<file path="src/rtl/logic_op_sequencer_if.sv">
// Switch/button side and logic-unit side signals of the operand/opcode sequencer.
// The master side is the board plus logic unit; the slave side is the sequencer.
interface logic_op_sequencer_if #(
   parameter int WIDTH = 2,
   parameter int CNT_W = 4
);
   logic [WIDTH-1:0] din;
   logic             load;
   logic             clr;
   logic [WIDTH-1:0] a_out;
   logic [WIDTH-1:0] b_out;
   logic [1:0]       op_out;
   logic [WIDTH-1:0] f_in;
   logic [WIDTH-1:0] result;
   logic             result_valid;
   logic [2:0]       state_out;
   logic [CNT_W-1:0] op_count;

   modport master (
      output din, load, clr, f_in,
      input  a_out, b_out, op_out, result, result_valid, state_out, op_count
   );

   modport slave (
      input  din, load, clr, f_in,
      output a_out, b_out, op_out, result, result_valid, state_out, op_count
   );
endinterface

</file>
<file path="src/rtl/logic_op_sequencer.sv">
// Loads A, B and opcode from a shared switch bus on successive button presses,
// holds them on the logic unit for one execute cycle, then registers its result.
module logic_op_sequencer #(
   parameter int WIDTH = 2,
   parameter int CNT_W = 4
) (
   input  logic                  clk,
   input  logic                  rst_n,
   logic_op_sequencer_if.slave   bus
);

   typedef enum logic [2:0] {
      S_A    = 3'd0,
      S_B    = 3'd1,
      S_OP   = 3'd2,
      S_EXEC = 3'd3,
      S_DONE = 3'd4
   } state_e;

   state_e           state_q, state_d;
   logic [2:0]       sync_q;
   logic             ld_pulse;
   logic [WIDTH-1:0] a_q, a_d;
   logic [WIDTH-1:0] b_q, b_d;
   logic [1:0]       op_q, op_d;
   logic [WIDTH-1:0] result_q, result_d;
   logic             valid_q, valid_d;
   logic [CNT_W-1:0] count_q, count_d;

   // Button is asynchronous: two flops resolve metastability, the third gives
   // the previous level so a held button produces a single rising-edge pulse.
   always_ff @(posedge clk or negedge rst_n) begin
      if (!rst_n) begin
         sync_q <= 3'b000;
      end else begin
         sync_q <= {sync_q[1:0], bus.load};
      end
   end

   assign ld_pulse = sync_q[1] & ~sync_q[2];

   always_ff @(posedge clk or negedge rst_n) begin
      if (!rst_n) begin
         state_q  <= S_A;
         a_q      <= '0;
         b_q      <= '0;
         op_q     <= '0;
         result_q <= '0;
         valid_q  <= 1'b0;
         count_q  <= '0;
      end else begin
         state_q  <= state_d;
         a_q      <= a_d;
         b_q      <= b_d;
         op_q     <= op_d;
         result_q <= result_d;
         valid_q  <= valid_d;
         count_q  <= count_d;
      end
   end

   always_comb begin
      state_d  = state_q;
      a_d      = a_q;
      b_d      = b_q;
      op_d     = op_q;
      result_d = result_q;
      valid_d  = valid_q;
      count_d  = count_q;

      // Clear wins over any press landing on the same edge.
      if (bus.clr) begin
         state_d  = S_A;
         a_d      = '0;
         b_d      = '0;
         op_d     = '0;
         result_d = '0;
         valid_d  = 1'b0;
         count_d  = '0;
      end else begin
         case (state_q)
            S_A: begin
               if (ld_pulse) begin
                  a_d     = bus.din;
                  valid_d = 1'b0;
                  state_d = S_B;
               end
            end
            S_B: begin
               if (ld_pulse) begin
                  b_d     = bus.din;
                  state_d = S_OP;
               end
            end
            S_OP: begin
               if (ld_pulse) begin
                  op_d    = bus.din[1:0];
                  state_d = S_EXEC;
               end
            end
            S_EXEC: begin
               // Operands have been stable a full cycle, so f_in has settled.
               result_d = bus.f_in;
               valid_d  = 1'b1;
               count_d  = count_q + CNT_W'(1);
               state_d  = S_DONE;
            end
            S_DONE: begin
               if (ld_pulse) begin
                  state_d = S_A;
               end
            end
            default: begin
               state_d = S_A;
            end
         endcase
      end
   end

   assign bus.a_out        = a_q;
   assign bus.b_out        = b_q;
   assign bus.op_out       = op_q;
   assign bus.result       = result_q;
   assign bus.result_valid = valid_q;
   assign bus.state_out    = state_q;
   assign bus.op_count     = count_q;

endmodule

</file>
<file path="src/flat_wrapper.sv">
// flat-port wrapper written by rule: the top's interface ports become plain ports
module logic_op_sequencer_flat 
#(
   parameter int WIDTH = 2,
   parameter int CNT_W = 4
)
  (clk, rst_n, bus_din, bus_load, bus_clr, bus_f_in, bus_a_out, bus_b_out, bus_op_out, bus_result, bus_result_valid, bus_state_out, bus_op_count);
  logic_op_sequencer_if #(.WIDTH(WIDTH), .CNT_W(CNT_W)) bus_i ();
  input  logic clk;
  input  logic rst_n;
  input wire logic [$bits(bus_i.din)-1:0] bus_din;
  input wire logic [$bits(bus_i.load)-1:0] bus_load;
  input wire logic [$bits(bus_i.clr)-1:0] bus_clr;
  input wire logic [$bits(bus_i.f_in)-1:0] bus_f_in;
  output wire logic [$bits(bus_i.a_out)-1:0] bus_a_out;
  output wire logic [$bits(bus_i.b_out)-1:0] bus_b_out;
  output wire logic [$bits(bus_i.op_out)-1:0] bus_op_out;
  output wire logic [$bits(bus_i.result)-1:0] bus_result;
  output wire logic [$bits(bus_i.result_valid)-1:0] bus_result_valid;
  output wire logic [$bits(bus_i.state_out)-1:0] bus_state_out;
  output wire logic [$bits(bus_i.op_count)-1:0] bus_op_count;
  assign bus_i.din = bus_din;
  assign bus_i.load = bus_load;
  assign bus_i.clr = bus_clr;
  assign bus_i.f_in = bus_f_in;
  assign bus_a_out = bus_i.a_out;
  assign bus_b_out = bus_i.b_out;
  assign bus_op_out = bus_i.op_out;
  assign bus_result = bus_i.result;
  assign bus_result_valid = bus_i.result_valid;
  assign bus_state_out = bus_i.state_out;
  assign bus_op_count = bus_i.op_count;
  logic_op_sequencer #(.WIDTH(WIDTH), .CNT_W(CNT_W)) u_core (.clk(clk), .rst_n(rst_n), .bus(bus_i));
endmodule
</file>
<file path="config.mk">
export PLATFORM = sky130hd
export DESIGN_NAME = logic_op_sequencer_flat
export DESIGN_NICKNAME = d
export VERILOG_FILES = /design/src/rtl/logic_op_sequencer_if.sv /design/src/rtl/logic_op_sequencer.sv /design/src/flat_wrapper.sv
export SDC_FILE = /design/constraint.sdc
export NUM_CORES = 1
export LEC_CHECK = 0
export CAP_MARGIN = 5
export CORE_MARGIN = 3
export CORE_UTILIZATION = 49
export DETAILED_ROUTE_END_ITERATION = 10
export PLACE_DENSITY = 0.81
export SLEW_MARGIN = 10
export SYNTH_ARGS = -nofsm -noshare
export SYNTH_HDL_FRONTEND = slang
export SYNTH_SLANG_ARGS = --single-unit
</file>
<file path="constraint.sdc">
create_clock -name clk -period 3.8 [get_ports clk]
set_input_delay 0.57 -clock clk [delete_from_list [all_inputs] [get_ports clk]]
set_output_delay 0.57 -clock clk [all_outputs]
set_load 0.03 [all_outputs]
</file>
======== Yosys cells after proc, flatten, opt, wreduce, memory -nomap -nowiden ========
Index checks and enable logic that the tools add are counted.
operators by class
  shifts and indexed selects .............. 0
  divide/modulo/power cells ............... 0
  add/sub/neg operators ................... 1
  multipliers ............................. 0
  order comparisons ....................... 0
  reduce and logical (&&, ||, !) cells .... 12
  equality and inequality tests ........... 8
  bitwise operators ....................... 2
  mux-type cells .......................... 20
operators by type and width
  cell                                                                   count
  2-bit two-way mux                                                      9
  3-bit two-way mux                                                      5
  3-bit one-hot mux with 5 select lines                                  1
  3-bit by 2-bit != test with 1-bit output, second input constant        4
  2-bit nonzero test                                                     5
  4-bit two-way mux                                                      2
  2-bit AND reduction                                                    4
  3-bit by 2-bit equality test with 1-bit output, second input constant  2
  4-bit by 1-bit adder with 4-bit output, second input constant          1
  4-bit AND reduction                                                    1
  3-bit by 1-bit equality test with 1-bit output, second input constant  1
  3-bit equality test, second input constant                             1
  3-bit logical NOT                                                      1
  3-bit nonzero test                                                     1
  1-bit two-way mux                                                      2
  1-bit one-hot mux with 2 select lines                                  1
  1-bit bitwise AND                                                      1
  1-bit NOT                                                              1
storage, ports and cells
  memories kept ........................... 0
  bits in read-only memories .............. 0
  bits in writable memories ............... 0
  latch bits .............................. 0
  output and inout bits ................... 16
  bits of input ports ..................... 8
  logic and storage cells ................. 51
  register bits ........................... 19

======== Depth between registers and ports, before layout ========
Gate-level depths: netlist (run 1).
  depth after elaboration ................. 5
  gate-level depth with buffers ........... 4
  gate-level depth less buffers ........... 4

======== Worst setup path after synthesis (run 1) ========
OpenSTA, ideal clock, no wires.
  path kind ............................... register -> register
  start point ............................. reg u_core.state_q[2] (netlist: u_core.bus.state_out[2])
  end point ............................... reg u_core.a_q[0] (netlist: u_core.bus.a_out[0])
  arrival ................................. 1.318 ns
  cell stages (with the launch flop) ...... 4
  period minus slack after synthesis ...... 1.398 ns
  library setup time ...................... 0.079 ns
  required time ........................... 3.721 ns
  buffers on the path ..................... 0
  path slack .............................. 2.402 ns
  cell sequence ........................... dfrtp_1 -> or3b_4 -> nor3_4 -> mux2i_1
between the ends
  word-level cells in the longest chain between the ends .. 3
ends and longest elaborated chain
  item                                  RTL line                  source
  start: declaration                    logic_op_sequencer.sv:20  state_e state_q, state_d;
  start signal: assignment              logic_op_sequencer.sv:52  state_q <= state_d;
  3-bit logical NOT                     logic_op_sequencer.sv:81  case (state_q)
  2-bit nonzero test (no source line)   --
  2-bit AND reduction (no source line)  --
  end signal: assignment                logic_op_sequencer.sv:45  a_q <= '0;
  end signal: assignment                logic_op_sequencer.sv:53  a_q <= a_d;
  end: declaration                      logic_op_sequencer.sv:23  logic [WIDTH-1:0] a_q, a_d;
Every way passes these cells.
A chain may end at the register's enable or synchronous reset.

======== Worst setup path after layout (run 1) ========
  start point ............................. reg u_core.state_q[0] (netlist: u_core.bus.state_out[0])
  end point ............................... out bus_state_out[0]
RTL lines
  item              RTL line            source
  end: declaration  flat_wrapper.sv:20  output wire logic [$bits(bus_i.state_out)-1:0] bus_state_out;
No word-level cell between the ends.

==> run metrics, run 1 <==
Worst Path Required=3.23 ns; post_cts resized=0; largest family of logic cells by synthesized area=simple AND/OR/NAND/NOR gates; most frequent cells after synthesis=dfrtp_1, mux2i_1, nand2b_1; core area=between 1500 and 2000 µm²; VDD IR max=roughly 0.22 mV; first-pass GRT wire length=between 2 and 2.5 mm; Synth area leaders=dfrtp_1, mux2i_1, nand2b_1; syn avg cell area=11.7 µm²; CP max stage delay=0.74 ns; DR DRC count=0; P&R area growth vs syn=30.2%; CP cell instances=clkdlybuf4s50_1; xor-xnor portion of the synthesized cell area=under 10%; Rows=14; Post-Synth Adder-Cell Area=approximately 1.4%; Seq/Total Area, Yosys=55.0%; Die H=about 48 µm; reg-to-reg slack, setup=2.43 ns; Net Switching=0.0877 mW; slowest stage cell on the critical path=clkdlybuf4s50_1; mux contribution to synthesized area=a little over a tenth; routed wire length=1.44 mm; # Max-Cap Violations=0; CP delay by family, top=buffers and inverters; Port Buffers=23; Die W=48.0 µm; final antenna-violating net count=0; static leakage=0.547 nW; GRT Residual Overflow=0; synthesized area=approximately 860 µm²; Die Area=between 2000 and 2500 µm²; Tcrit/Tclk final=57.1%; # IOs=24; number of buffers created by CTS=3; Synth top area share=55.0%; combinational share of power=between 10% and 20%; worst setup path start=u_core.bus.state_out[0]; GP Congestion=0.761; root buf cell=clkbuf_4; CP max FO=9; Async SR Flop Fraction=100%; CTS tree=done; grt met3 use=4.89%; routed vias=598; layout cells sized above 1=8.16%; synth unique cells=23; RR Endpoint=u_core.bus.a_out[0]; crit path buf inv count=1; Fin. Hold Viols=0; routed len/inst=approximately 13 µm; Seq cells post-synth=19; met2 GRT Util=21.1%; synthesized instance count=74; most common cell in the netlist=dfrtp_1; Final Skew=~0.0076 ns; vias in the first global route=about 520; f_max=~460 MHz; met1 Track Usage GR=a little over a fifth; GRT Total Usage=roughly 15%; Mapped Nets=slightly above 80; WP depth=1; fin. max-slew vios=0; Initial Util=between 50% and 60%; Initial DRC Count=8; H-tree depth=1; clock share of power=29.1%; power density cells=about 310 nW/µm²; Reg power frac=60.1%; RSZ-0062 raised after global routing=false; simple logic cell fraction of the synthesized area=roughly a quarter; Setup crit end kind=primary output; Post-synth EDFFs=0; Antenna Cells=0; Sink Count=19; area leader, netlist=dfrtp_1; CTS Hold Bufs=0; clock buffer depth=2; FF-to-FF Start=u_core.bus.state_out[2]; post-CTS setup repair buffer count=0; status=finished clean; Most Crowded Layer GR=met2; Yosys warnings=0; Slew HR=about 47%; crit path kind=register to primary output; startpoint types=register; Pint=0.265 mW; path depth of the worst reg2reg path=3; Placed Cells=between 100 and 150; First-pass DRT Iterations=3; minimum clock period=roughly 2.2 ns; switching part of the total=24.9%; detailed placement HPWL=between 1 and 1.5 mm; Compound-Gate Fraction of Synth Area=under 10%; Hold Slack=approximately 0.36 ns; Worst-path clk slew=about 0.11 ns; Via-to-Cell Ratio=around 5.2; critical path endpoint=bus_state_out[0]; setup tns final=0 ns; Critical Path AT=between 1.5 and 2 ns; worst min-delay path category=register to register; ys flop type=dfrtp_1; worst slew pin tran=0.797 ns; initial antenna violation count=0; Finished Layout Cells=114; # nets final=~110; Clk Latency, worst-skew pair=0.30 ns; pin count of the biggest net entering global routing=20; # setup viols final=0
-- final cells by class --
cell class | instances | area (µm²)
Clock buffer | 3 | 22.5
Clock inverter | 1 | 7.51
Fill cell | 120 | 450
Inverter | 1 | 3.75
Multi-Input combinational cell | 51 | 367
Sequential cell | 19 | 475
Tap cell | 16 | 20.0
Timing Repair Buffer | 23 | 230
-- flip-flops by register name, summed over array words and instances, names as in the netlist --
signal,cells
u_core.sync_q,3
u_core.bus.a_out,2
u_core.bus.b_out,2
u_core.bus.result_valid,1
u_core.bus.state_out,3
u_core.bus.op_count,4
u_core.bus.op_out,2
u_core.bus.result,2
-- worst min path at each step --
stage	start	endpoint	slack, ns	cells after the start
floorplan	rst_n	u_core.bus.a_out[0]	0.27	0
global placement	u_core.sync_q[0]	u_core.sync_q[1]	0.34	0
detailed placement	u_core.sync_q[0]	u_core.sync_q[1]	0.34	0
CTS	u_core.sync_q[0]	u_core.sync_q[1]	0.36	0
global route	u_core.sync_q[0]	u_core.sync_q[1]	0.38	0
finish	u_core.sync_q[0]	u_core.sync_q[1]	0.36	0
-- cells in the final DEF, fill, tap and decap left out, types with 3 or more instances in the layout --
cell | synthesis | final
nand2b_1 | 9 | 9
o21ai_0 | 3 | 3
clkbuf_4 | 0 | 3
clkdlybuf4s50_1 | 0 | 23
a21oi_1 | 4 | 4
mux2i_1 | 9 | 9
nor2_1 | 6 | 6
dfrtp_1 | 19 | 19
-- per-layer routing --
| metal | wire length, µm | share of wire, % |
|---|---|---|
| met1 | 709 | 49 |
| met2 | 666 | 46 |
| met3 | 67 | 4.6 |
| met4 | 0 | 0 |
| met5 | 0 | 0 |
-- stage by stage --
step	worst slack (ns)	power (mW)	cell area, µm²	util (%)
after global placement	1.96	0.255	1100	69.5
after CTS	1.60	0.359	1130	71.4
after detailed placement	1.95	0.255	1100	69.5
after floorplan	2.40	0.236	865	-
after global routing	1.55	0.369	1130	71.4
final	1.63	0.353	1130	71.4
-- power groups by stage --
stage	sequential [mW]	combinational [mW]	clock (mW)
3_5_place_dp	0.216	0.0386	0
2_1_floorplan	0.219	0.0172	0
5_1_grt	0.213	0.0417	0.114
3_3_place_gp	0.216	0.0385	0
6_report	0.212	0.0381	0.103
4_1_cts	0.212	0.0388	0.107
-- kinds of logic (layout without fill, tap and decap cells) --
| kind of cell | Yosys count | in the layout |
|---|---|---|
| and+or+nand+nor | 31 | 31 |
| DFF | 19 | 19 |
| muxes | 9 | 9 |
| AOI/OAI and AO/OA | 8 | 8 |
| buffers and inverters | 4 | 28 |
| xor gates and xnor gates | 2 | 2 |
| adders and majority gates | 1 | 1 |
-- worst register-to-register path, cell delays in order, from the launching register on --
cell and delay (ns):
dfrtp_1 0.47, or3b_4 0.45, nor3_4 0.18, mux2i_1 0.20
(Power assumes the default switching activity.)
==> inputs of run 2 (changes only) <==
- CORE_UTILIZATION: 49 -> 41
- PLACE_DENSITY: 0.81 -> 0.73
- clock period: 3.8 -> 1.9 ns (I/O delays scaled with it)
==> run 2 against run 1 <==
  * Count of clock-buffer cells in the layout is 1 higher
  * Critical path depth unchanged
  * Power increased by 99%
  * Final cell count increased by 11%
  * First-iteration DRC count is 13% higher
  * Wire length up 11%
  * Clock skew shrank 0.00071 ns
  * Non-clock buffer count increased by 4
  * Sequential share of layout area is 1.4 points lower
  * Register-to-register slack worse by 1.9 ns
  * Worst setup slack got worse by 1.5 ns
  * Largest power group unchanged
==> run metrics, run 2 (synthesis results as in run 1) <==
status=finished clean; max reg flops=4; CP cell instances=clkdlybuf4s50_1; Critical Path AT=roughly 1.5 ns; GRT Residual Overflow=0; number of buffers created by CTS=3; Clk Latency, worst-skew pair=0.29 ns; clock buffer depth=2; core area=~1900 µm²; root buf cell=clkbuf_4; power density cells=604 nW/µm²; Tcrit/Tclk final=between 90% and 100%; layout cells sized above 1=10.8%; Fin. Hold Viols=0; CTS Hold Bufs=0; post_cts resized=0; # nets final=around 110; startpoint types=register; reg-to-reg slack, setup=approximately 0.52 ns; routed len/inst=between 10 and 15 µm; f_max=roughly 570 MHz; Fill cells=roughly 150; crit path kind=register to primary output; Antenna Cells=0; # setup viols final=0; Worst Path Required=around 1.6 ns; slowest stage cell on the critical path=clkdlybuf4s50_1; Initial DRC Count=9; CP max stage delay=between 0.7 and 0.8 ns; path depth of the worst reg2reg path=3; CP delay by family, top=buffers and inverters; vias in the first global route=slightly above 600; # Max-Cap Violations=0; First-pass DRT Iterations=3; fin. max-slew vios=0; routed wire length=between 1.5 and 2 mm; worst slew pin tran=just under 0.4 ns; crit path buf inv count=1; placed cell area=between 1000 and 1500 µm²; # IOs=24; P&R area growth vs syn=34.6%; RSZ-0062 raised after global routing=false; H-tree depth=1; routed vias=slightly above 600; static leakage=0.568 nW; Via-to-Cell Ratio=4.82; Initial Util=between 40% and 50%; WP depth=1; total power=0.703 mW; GRT Total Usage=between 10% and 20%; final antenna-violating net count=0; Sink Count=19; commonest non-fill, non-tap cells in the layout=clkdlybuf4s50_1, dfrtp_1, nand2b_1, mux2i_1, nor2_1; Die W=~52 µm; pin count of the biggest net entering global routing=20; RR Endpoint=u_core.bus.a_out[1]; Setup crit end kind=primary output; Slew HR=between 70% and 80%; GP Congestion=0.795; Worst-path clk slew=0.10 ns; worst min-delay path category=primary input to async pin; CTS tree=done; FF-to-FF Start=u_core.bus.state_out[2]; Rows=15; VDD IR max=approximately 0.40 mV; most common cell after layout, fill and taps aside=clkdlybuf4s50_1; Die H=51.9 µm; minimum clock period=roughly 1.8 ns; Final Cell Area=between 1000 and 1500 µm²; Final Skew=around 0.007 ns; post-CTS setup repair buffer count=0; setup tns final=0 ns; CP max FO=9; DR DRC count=0; worst setup path start=u_core.bus.state_out[2]; first-pass GRT wire length=between 2 and 3 mm; Port Buffers=23; Die Area=between 2000 and 3000 µm²; initial antenna violation count=0; detailed placement HPWL=around 1.2 mm
-- run 2: worst max-delay path by stage --
stage	endpoint	slack, ns
3_5_place_dp	u_core.bus.op_out[1]	0.42
4_1_cts	bus_state_out[2]	0.11
2_1_floorplan	u_core.bus.a_out[0]	0.50
6_report	bus_state_out[2]	0.13
3_3_place_gp	bus_state_out[2]	0.45
5_1_grt	bus_state_out[2]	0.05
-- run 2: area by class of cell --
class	count	area, µm²	share of cell area [%]
Sequential cell	19	475	40.9
Multi-Input combinational cell	51	367	31.5
Timing Repair Buffer	27	260	22.4
Tap cell	25	31.3	2.69
Clock buffer	4	26.3	2.26
Inverter	1	3.75	0.323
-- run 2: routing by layer --
layer  vias to the layer above  part of all wire, %  track usage [%]
li1                        309                    -                -
met1                       284                   48             20.0
met2                        15                   45             19.5
met3                         4                  4.3             3.72
met4                         0                  1.8             8.30
met5                         -                    0                0
-- run 2: per-stage QoR --
stage	utilization, %	hold slack [ns]	setup WS (ns)	std cells
after floorplan	-	-0.0106	0.502	74
after global placement	61.2	0.337	0.451	123
after detailed placement	61.2	0.340	0.422	123
after CTS	62.6	0.324	0.115	127
after global routing	62.6	0.327	0.0494	127
final	62.6	0.323	0.132	127
-- run 2: where the power goes --
part / switching (mW) / total [mW] / leakage [nW] / internal [mW]
clock: 0.113 / 0.194 / 0.0150 / 0.0815
combinational: 0.0464 / 0.0892 / 0.296 / 0.0428
sequential: 0.00649 / 0.420 / 0.257 / 0.413
total: 0.166 / 0.703 / 0.568 / 0.537
==> inputs of run 3 (changes only) <==
- CORE_ASPECT_RATIO: not set -> 1.2
==> run 3 against run 2 <==
  * Via count rose by 2.3%
  * First-iteration DRC count fell by 56%
  * Global-route usage fell by 0.72 points
  * Sequential cell count did not move
  * Final cell count fell by 4.7%
  * Sequential share of layout area rose by 0.27 points
  * Sequential power barely moved
  * Clock power rose by 5%
  * Critical path type unchanged
  * Largest cell class unchanged
==> run metrics, run 3 (synthesis results as in run 1) <==
Tcrit/Tclk final=between 90 and 100%; minimum clock period=between 1.5 and 2 ns; Sink Count=19; VDD IR max=between 0.3 and 0.4 mV; crit path kind=register to primary output; GRT Total Usage=a little over an eighth; Reg area=475 µm²; f_max=about 560 MHz; CP cell instances=clkdlybuf4s50_1; Critical Path AT=around 1.5 ns; Via-to-Cell Ratio=roughly 5.2; max reg flops=4; clock buffer depth=2; vias in the first global route=599; CTS tree=done; # nets final=112; P&R area growth vs syn=33.7%; Initial DRC Count=4; RSZ-0062 raised after global routing=false; Clk Latency, worst-skew pair=between 0.2 and 0.3 ns; H-tree depth=1; Die W=~48 µm; power density cells=around 600 nW/µm²; Pint=0.538 mW; First-pass DRT Iterations=3; initial antenna violation count=0; Final Util=between 60 and 70%; static leakage=between 0.5 and 0.6 nW; Antenna Cells=0; Worst Path Required=approximately 1.6 ns; path depth of the worst reg2reg path=3; FF-to-FF Start=u_core.bus.state_out[2]; final antenna-violating net count=0; worst slew pin tran=roughly 0.32 ns; pin count of the biggest net entering global routing=20; post-CTS setup repair buffer count=0; worst min-delay path category=primary input to async pin; # Max-Cap Violations=0; GP Congestion=roughly 0.8; layout cells sized above 1=10.8%; detailed placement HPWL=around 1.1 mm; CTS Hold Bufs=0; Fill cells=164; # setup viols final=0; Final Skew=approximately 0.0031 ns; # IOs=24; Reg power frac=a little under 60%; setup tns final=0 ns; switching part of the total=between 20% and 30%; Net Switching=0.173 mW; clock share of power=roughly 29%; status=finished clean; first-pass GRT wire length=between 2 and 3 mm; commonest non-fill, non-tap cells in the layout=clkdlybuf4s50_1, dfrtp_1, nand2b_1, mux2i_1, nor2_1; root buf cell=clkbuf_4; CP max FO=9; Slew HR=78.6%; combinational share of power=around an eighth; Port Buffers=23; GRT Residual Overflow=0; routed len/inst=roughly 13 µm; reg-to-reg slack, setup=between 0.5 and 0.6 ns; startpoint types=register; slowest stage cell on the critical path=clkdlybuf4s50_1; crit path buf inv count=1; CP delay by family, top=buffers and inverters; RR Endpoint=u_core.bus.a_out[1]; most common cell after layout, fill and taps aside=clkdlybuf4s50_1; Initial Util=between 40 and 50%; fin. max-slew vios=0; routed wire length=between 1.5 and 2 mm; Fin. Hold Viols=0; core area=~1900 µm²; number of buffers created by CTS=3; routed vias=around 630; Die H=~56 µm; post_cts resized=0; CP max stage delay=around 0.7 ns; Rows=17; Multi-input gate area=approximately 370 µm²; Worst-path clk slew=around 0.10 ns; DR DRC count=0; Setup crit end kind=primary output; Die Area=about 2700 µm²
## run 3: power by group through the flow
stage,Combinational (mW),Sequential (mW),Clock (mW)
global placement,0.0888,0.427,0
floorplan,0.0344,0.438,0
global route,0.0970,0.421,0.228
finish,0.0885,0.419,0.203
CTS,0.0904,0.419,0.213
detailed placement,0.0900,0.427,0
## run 3: layout make-up
type | instances | area share, %
Clock buffer | 4 | 2.27
Inverter | 1 | 0.325
Multi-Input combinational cell | 51 | 31.7
Sequential cell | 19 | 41.1
Tap cell | 19 | 2.06
Timing Repair Buffer | 27 | 22.5
## run 3: worst max path at each step
stage	slack (ns)	to	cells past startpoint	from
global route	0.02	bus_state_out[2]	1	u_core.bus.state_out[2]
detailed placement	0.45	bus_state_out[2]	1	u_core.bus.state_out[2]
global placement	0.46	bus_state_out[2]	1	u_core.bus.state_out[2]
CTS	0.11	bus_state_out[2]	1	u_core.bus.state_out[2]
finish	0.13	bus_state_out[2]	1	u_core.bus.state_out[2]
floorplan	0.50	u_core.bus.a_out[0]	3	u_core.bus.state_out[2]
## run 3: per-layer routing
| metal | global-route usage [%] | wire length [µm] | up-vias |
|---|---|---|---|
| met4 | 5.77 | 29 | 0 |
| met1 | 19.9 | 737 | 293 |
| li1 | - | - | 314 |
| met3 | 2.88 | 57 | 4 |
| met5 | 0 | 0 | - |
| met2 | 18.7 | 711 | 15 |
## run 3: per-stage QoR
stage	power (mW)	cells	instance area (µm²)	setup WS (ns)	hold WS, ns
2_1_floorplan	0.473	74	865	0.502	-0.0106
3_3_place_gp	0.516	117	1130	0.460	0.335
3_5_place_dp	0.517	117	1130	0.454	0.345
4_1_cts	0.723	121	1160	0.112	0.320
5_1_grt	0.747	121	1160	0.0213	0.320
6_report	0.711	121	1160	0.125	0.316
